<file path="config.mk">
export PLATFORM = sky130hd
export DESIGN_NAME = cplx_mac_acc
export DESIGN_NICKNAME = d
export VERILOG_FILES = /design/src/rtl/cplx_mac_pkg.sv /design/src/rtl/cplx_mult3.sv /design/src/rtl/cplx_mac_acc.sv
export SDC_FILE = /design/constraint.sdc
export NUM_CORES = 2
export LEC_CHECK = 0
export ABC_AREA = 1
export BUFFER_PORTS_ARGS = -buffer_cell sky130_fd_sc_hd__clkbuf_2
export CORE_ASPECT_RATIO = 2
export CORE_MARGIN = 10
export CORE_UTILIZATION = 44
export CTS_CLUSTER_SIZE = 30
export DETAILED_ROUTE_END_ITERATION = 16
export PLACE_DENSITY = 0.62
export SYNTH_ARGS = -nofsm -noshare
export SYNTH_HDL_FRONTEND = slang
export SYNTH_HIERARCHICAL = 1
export SYNTH_SLANG_ARGS = --single-unit
</file>
<file path="constraint.sdc">
create_clock -name clk -period 7.7 [get_ports clk]
set_input_delay 1.54 -clock clk [delete_from_list [all_inputs] [get_ports clk]]
set_output_delay 1.54 -clock clk [all_outputs]
set_load 0.01 [all_outputs]
</file>
<file path="src/rtl/cplx_mac_pkg.sv">
// Shared constants and types for the cplx_mac_acc complex multiply-accumulate slice.
// Holds the pipeline side-band bundle and the saturation classifier.
package cplx_mac_pkg;

   localparam int unsigned CPLX_MAC_LAT     = 4;
   localparam int unsigned CPLX_MAC_CHW_MAX = 16;

   typedef struct packed {
      logic                        valid;
      logic                        last;
      logic                        conj;
      logic [CPLX_MAC_CHW_MAX-1:0] ch;
   } cplx_mac_sb_t;

   typedef enum logic [1:0] {SatNone, SatPos, SatNeg} cplx_mac_sat_e;

   // The two top bits of a PW+1-bit sum decide whether it fits in PW bits.
   function automatic cplx_mac_sat_e cplx_mac_sat_sel(input logic [1:0] top);
      unique case (top)
         2'b01:   return SatPos;
         2'b10:   return SatNeg;
         default: return SatNone;
      endcase
   endfunction

endpackage

</file>
<file path="src/rtl/cplx_mult3.sv">
// Stages 1-3 of the complex MAC: input capture with optional conj(b), Gauss pre-adders
// and the three multipliers, with the side-band bundle carried alongside.
module cplx_mult3 import cplx_mac_pkg::*; #(
   parameter int unsigned AW = 18,
   parameter int unsigned BW = 18
) (
   input  logic                     clk,
   input  logic                     rst_n,
   input  cplx_mac_sb_t             sb_in,
   input  logic signed [AW-1:0]     ar,
   input  logic signed [AW-1:0]     ai,
   input  logic signed [BW-1:0]     br,
   input  logic signed [BW-1:0]     bi,
   output cplx_mac_sb_t             sb_out,
   output logic signed [AW+BW+1:0]  m0,
   output logic signed [AW+BW+1:0]  mr,
   output logic signed [AW+BW+1:0]  mi
);

   localparam int unsigned MW = AW + BW + 2;
   typedef logic signed [MW-1:0] prod_t;

   cplx_mac_sb_t        sb1_q, sb2_q, sb3_q;
   logic signed [AW-1:0] ar1_q, ai1_q, ar2_q, ai2_q;
   logic signed [BW-1:0] br1_q;
   logic signed [BW:0]   bin_d, bin1_q, bin2_q;
   logic signed [AW:0]   c_d, c_q;
   logic signed [BW+1:0] dr_d, di_d, dr_q, di_q;
   prod_t                m0_d, mr_d, mi_d, m0_q, mr_q, mi_q;

   // Negating in BW+1 bits keeps -2^(BW-1) exact.
   always_comb begin
      bin_d = sb_in.conj ? -$signed({bi[BW-1], bi}) : $signed({bi[BW-1], bi});
      c_d   = $signed({ar1_q[AW-1], ar1_q}) - $signed({ai1_q[AW-1], ai1_q});
      dr_d  = $signed({{2{br1_q[BW-1]}}, br1_q}) - $signed({bin1_q[BW], bin1_q});
      di_d  = $signed({{2{br1_q[BW-1]}}, br1_q}) + $signed({bin1_q[BW], bin1_q});
      m0_d  = prod_t'(bin2_q) * prod_t'(c_q);
      mr_d  = prod_t'(ar2_q) * prod_t'(dr_q);
      mi_d  = prod_t'(ai2_q) * prod_t'(di_q);
   end

   always_ff @(posedge clk or negedge rst_n) begin
      if (!rst_n) begin
         sb1_q  <= '0;
         sb2_q  <= '0;
         sb3_q  <= '0;
         ar1_q  <= '0;
         ai1_q  <= '0;
         br1_q  <= '0;
         bin1_q <= '0;
         ar2_q  <= '0;
         ai2_q  <= '0;
         bin2_q <= '0;
         c_q    <= '0;
         dr_q   <= '0;
         di_q   <= '0;
         m0_q   <= '0;
         mr_q   <= '0;
         mi_q   <= '0;
      end else begin
         sb1_q  <= sb_in;
         ar1_q  <= ar;
         ai1_q  <= ai;
         br1_q  <= br;
         bin1_q <= bin_d;
         sb2_q  <= sb1_q;
         ar2_q  <= ar1_q;
         ai2_q  <= ai1_q;
         bin2_q <= bin1_q;
         c_q    <= c_d;
         dr_q   <= dr_d;
         di_q   <= di_d;
         sb3_q  <= sb2_q;
         m0_q   <= m0_d;
         mr_q   <= mr_d;
         mi_q   <= mi_d;
      end
   end

   assign sb_out = sb3_q;
   assign m0     = m0_q;
   assign mr     = mr_q;
   assign mi     = mi_q;

endmodule

</file>
<file path="src/rtl/cplx_mac_acc.sv">
// Multi-channel complex MAC with frame dump; NCH interleaved accumulators behind one pipeline.
// Define CPLX_MAC_SAT_EN to clamp accumulation and report a sticky per-frame overflow.
module cplx_mac_acc import cplx_mac_pkg::*; #(
   parameter int unsigned AW  = 18,
   parameter int unsigned BW  = 18,
   parameter int unsigned PW  = 58,
   parameter int unsigned NCH = 4,
   parameter int unsigned CW  = (NCH > 1) ? $clog2(NCH) : 1
) (
   input  logic                 clk,
   input  logic                 rst_n,
   input  logic                 in_valid,
   input  logic [CW-1:0]        in_ch,
   input  logic                 in_last,
   input  logic                 conj_b,
   input  logic signed [AW-1:0] ar,
   input  logic signed [AW-1:0] ai,
   input  logic signed [BW-1:0] br,
   input  logic signed [BW-1:0] bi,
   output logic                 out_valid,
   output logic [CW-1:0]        out_ch,
   output logic signed [PW-1:0] pr,
   output logic signed [PW-1:0] pi,
   output logic                 out_ovf
);

   localparam int unsigned MW      = AW + BW + 2;
   localparam logic [CW:0] ChLimit = (CW+1)'(NCH);
   typedef logic signed [PW-1:0] acc_t;

   cplx_mac_sb_t         sb_in, sb3;
   logic signed [MW-1:0] m0, mr, mi;
   logic [CW-1:0]        ch3;
   acc_t                 s_r, s_i, acc_rd_r, acc_rd_i, new_r, new_i;
   acc_t                 acc_r_q [NCH];
   acc_t                 acc_i_q [NCH];
   logic                 out_valid_q;
   logic [CW-1:0]        out_ch_q;
   acc_t                 pr_q, pi_q;
   logic                 unused_sb;

   // Out-of-range channels enter the pipeline as bubbles.
   always_comb begin
      sb_in.valid = in_valid && ({1'b0, in_ch} < ChLimit);
      sb_in.last  = in_last;
      sb_in.conj  = conj_b;
      sb_in.ch    = CPLX_MAC_CHW_MAX'(in_ch);
   end

   cplx_mult3 #(
      .AW (AW),
      .BW (BW)
   ) u_mult (
      .clk    (clk),
      .rst_n  (rst_n),
      .sb_in  (sb_in),
      .ar     (ar),
      .ai     (ai),
      .br     (br),
      .bi     (bi),
      .sb_out (sb3),
      .m0     (m0),
      .mr     (mr),
      .mi     (mi)
   );

   assign ch3       = sb3.ch[CW-1:0];
   assign unused_sb = ^{sb3.conj, sb3.ch[CPLX_MAC_CHW_MAX-1:CW]};
   assign s_r       = acc_t'(m0) + acc_t'(mr);
   assign s_i       = acc_t'(m0) + acc_t'(mi);
   assign acc_rd_r  = acc_r_q[ch3];
   assign acc_rd_i  = acc_i_q[ch3];

`ifdef CPLX_MAC_SAT_EN
   logic signed [PW:0] sum_r, sum_i;
   cplx_mac_sat_e      sel_r, sel_i;
   logic               clamp;
   logic               ovf_q [NCH];
   logic               out_ovf_q;

   function automatic acc_t sat_pick(input cplx_mac_sat_e sel, input acc_t v);
      unique case (sel)
         SatPos:  return {1'b0, {(PW-1){1'b1}}};
         SatNeg:  return {1'b1, {(PW-1){1'b0}}};
         default: return v;
      endcase
   endfunction

   always_comb begin
      sum_r = $signed({acc_rd_r[PW-1], acc_rd_r}) + $signed({s_r[PW-1], s_r});
      sum_i = $signed({acc_rd_i[PW-1], acc_rd_i}) + $signed({s_i[PW-1], s_i});
      sel_r = cplx_mac_sat_sel(sum_r[PW -: 2]);
      sel_i = cplx_mac_sat_sel(sum_i[PW -: 2]);
      new_r = sat_pick(sel_r, sum_r[PW-1:0]);
      new_i = sat_pick(sel_i, sum_i[PW-1:0]);
      clamp = (sel_r != SatNone) || (sel_i != SatNone);
   end

   // The dumped flag includes a clamp on the dumping sample itself.
   always_ff @(posedge clk or negedge rst_n) begin
      if (!rst_n) begin
         for (int i = 0; i < NCH; i++) ovf_q[i] <= 1'b0;
         out_ovf_q <= 1'b0;
      end else if (sb3.valid) begin
         ovf_q[ch3] <= ~sb3.last & (ovf_q[ch3] | clamp);
         if (sb3.last) out_ovf_q <= ovf_q[ch3] | clamp;
      end
   end

   assign out_ovf = out_ovf_q;
`else
   always_comb begin
      new_r = acc_rd_r + s_r;
      new_i = acc_rd_i + s_i;
   end

   assign out_ovf = 1'b0;
`endif

   always_ff @(posedge clk or negedge rst_n) begin
      if (!rst_n) begin
         for (int i = 0; i < NCH; i++) begin
            acc_r_q[i] <= '0;
            acc_i_q[i] <= '0;
         end
         out_valid_q <= 1'b0;
         out_ch_q    <= '0;
         pr_q        <= '0;
         pi_q        <= '0;
      end else begin
         out_valid_q <= sb3.valid & sb3.last;
         if (sb3.valid) begin
            acc_r_q[ch3] <= sb3.last ? '0 : new_r;
            acc_i_q[ch3] <= sb3.last ? '0 : new_i;
            if (sb3.last) begin
               out_ch_q <= ch3;
               pr_q     <= new_r;
               pi_q     <= new_i;
            end
         end
      end
   end

   assign out_valid = out_valid_q;
   assign out_ch    = out_ch_q;
   assign pr        = pr_q;
   assign pi        = pi_q;

endmodule

</file>
==> results.tsv <==
metric	value	unit
die area	229000	µm²
Die H	666	µm
CP Class	flop to flop	
nets@finish	13643	
total grt overflow	0	
Layout area overhead	6.81	%
slew at the pin closest to its max-slew limit	1240	ps
WP data required	8280	ps
wire length on met1	107	mm
CTS H-tree depth	3	
IO buf count	197	
Core ar.	208000	µm²
Initial Utilization	44.2	%
Max clock buf depth	3	
Post-CTS Setup Repair Bufs	0	
initial DRC count	4826	
Final Critical Period	6840	ps
clk sink count	895	
crit path DAT	7430	ps
RD Place Congestion	1.00	
fin crit share	88.9	%
Final Setup Violations	0	
status	finished, final reports clean	
Routed wire per std cell	21.3	µm
total CTS buffers	86	
Hold Buf Count CTS	0	
Slew Viols, Final	0	
layout cells sized above 1	4.99	%
via count	75624	
HP Class	flop to flop	
Worst setup EP type	flop	
Critical-path top delay cell	fa_1	
CTS tree	built	
RSZ-0062 raised after global routing	false	
largest net degree at the start of global routing	171	
slowest cell delay on critical path	880	ps
DRC viols	0	
synthesized cell area	91900	µm²
vias in the first global route	81398	
top layer in use	met5	
CTS resizes	0	
syn_nets	13724	
Setup crit start kind	flop	
yosys warns	6	
clk root buf	clkbuf_16	
Die W	343	µm
setup_tns	0	ps
slew margin rel.	17.3	%
maximum clock frequency	146	MHz
Routed Antenna Nets	0	
DRT Pass-1 Iters	6	
detailed placer's ending HPWL	253	mm
crit-path max FO	19	
number of max-cap violations	0	
skew final	53.9	ps
Top-Level Pins	199	
final hold vios	0	
WL met3	13.8	mm
global-route wire length before repair	479	mm
average size of a mapped cell	7.69	µm²
Post-Syn Instances	11957	
Row Count	237	
CP Cell Sequence	nand2_1 -> fa_1 -> fa_1 -> fa_1 -> inv_1 -> fa_1 -> fa_1 -> fa_1 -> ha_1 -> ha_1 -> nand2_1 -> inv_1 -> a21oi_1 -> nand2_1 -> a21oi_1 -> nand2_1 -> nand2_1 -> nand2_1	
gr usage total	27.5	%
initial antenna violation count	5	
routed length on met2	165	mm
clock-pin slew on the worst setup and hold paths	70	ps
routed wire length	314	mm
Skew-Pair Late Insertion Delay	740	ps
post-DR vias/cell	5.15	
[worst paths after layout]
| kind | from | endpoint | slack [ps] | cells after the start |
|---|---|---|---|---|
| hold / removal | u_mult/sb2_q[0] | u_mult/sb_out[0] | 350 | 0 |
| setup reg to reg | u_mult/c_q[1] | u_mult/m0[36] | 860 | 18 |
| min in group asynchronous | rst_n | acc_i_q[210] | 810 | 1 |
| max in group asynchronous | rst_n | pi[4] | 5030 | 3 |
| hold reg to reg | u_mult/sb2_q[0] | u_mult/sb_out[0] | 350 | 0 |
| setup / recovery | u_mult/c_q[1] | u_mult/m0[36] | 860 | 18 |
[layer usage]
layer / GRT usage [%] / vias to the layer above
met4: 20.5 / 2
met3: 3.25 / 939
li1: - / 35066
met1: 27.9 / 37041
met2: 50.8 / 2576
met5: 0 / -
[worst max-delay path: cells and delay by family, from the launching register on]
| kind | cells | cell delay [ps] |
|---|---|---|
| AOI/OAI and AO/OA | 2 | 470 |
| buffers and inverters | 2 | 320 |
| and+or+nand+nor | 6 | 820 |
| adders and majority gates | 8 | 4240 |
| DFF | 1 | 830 |
[placed cells by master (no fill, tap or decap), drive strengths merged]
cell,instances
nand2,4120
inv,2694
fa,1210
dfrtp,895
nand3,495
nor2,490
ha,478
o21ai,338
clkbuf,308
a21oi,206
a22oi,166
xor2,136
nand4,77
buf,75
nor3,57
xnor2,31
o221ai,24
clkinv,21
o21bai,20
nand3b,18
and2,18
or2,18
a21o,9
bufinv,7
and3,6
clkinvlp,5
o211ai,4
o22ai,3
a31oi,3
nor4,3
diode,2
a221oi,2
o21a,2
conb,1
nor3b,1
a21boi,1
o2111ai,1
[registers in the layout, indices dropped and copies added, names as in the netlist, 2 cells and up]
signal	cells
u_mult/ai1_q	18
u_mult/br1_q	18
u_mult/ai2_q	18
u_mult/dr_q	19
acc_r_q	232
pr	58
u_mult/ar2_q	18
out_ch	2
u_mult/sb2_q	4
u_mult/c_q	19
u_mult/mi	38
u_mult/mr	38
u_mult/bin1_q	19
u_mult/di_q	20
u_mult/ar1_q	18
pi	58
acc_i_q	232
u_mult/sb_out	4
u_mult/m0	38
u_mult/sb1_q	4
u_mult/bin2_q	19
[metrics by stage]
stage                     cell area (µm²)  util [%]  setup slack [ps]  cells  hold WS [ps]
after floorplan                     91900         -              1860  11957           331
after global placement              95300      45.8               910  14536           337
after detailed placement            95300      45.8               860  14536           336
after CTS                           98200      47.2               816  14691           350
after global routing                98200      47.2               488  14692           358
final                               98200      47.2               857  14693           347
[final cells by class]
class | instances | area, µm²
clock buffer | 112 | 2360
timing repair buffer | 271 | 1630
tap | 2748 | 3440
sequential | 895 | 22400
fill | 20769 | 110000
multi-input combinational | 7938 | 57700
inverter | 2684 | 10100
clock inverter | 43 | 518
antenna | 2 | 5.00
Power is left out: the tool's default activity adds up to more than one toggle a clock period on the data nets, which glitch-free logic cannot reach.
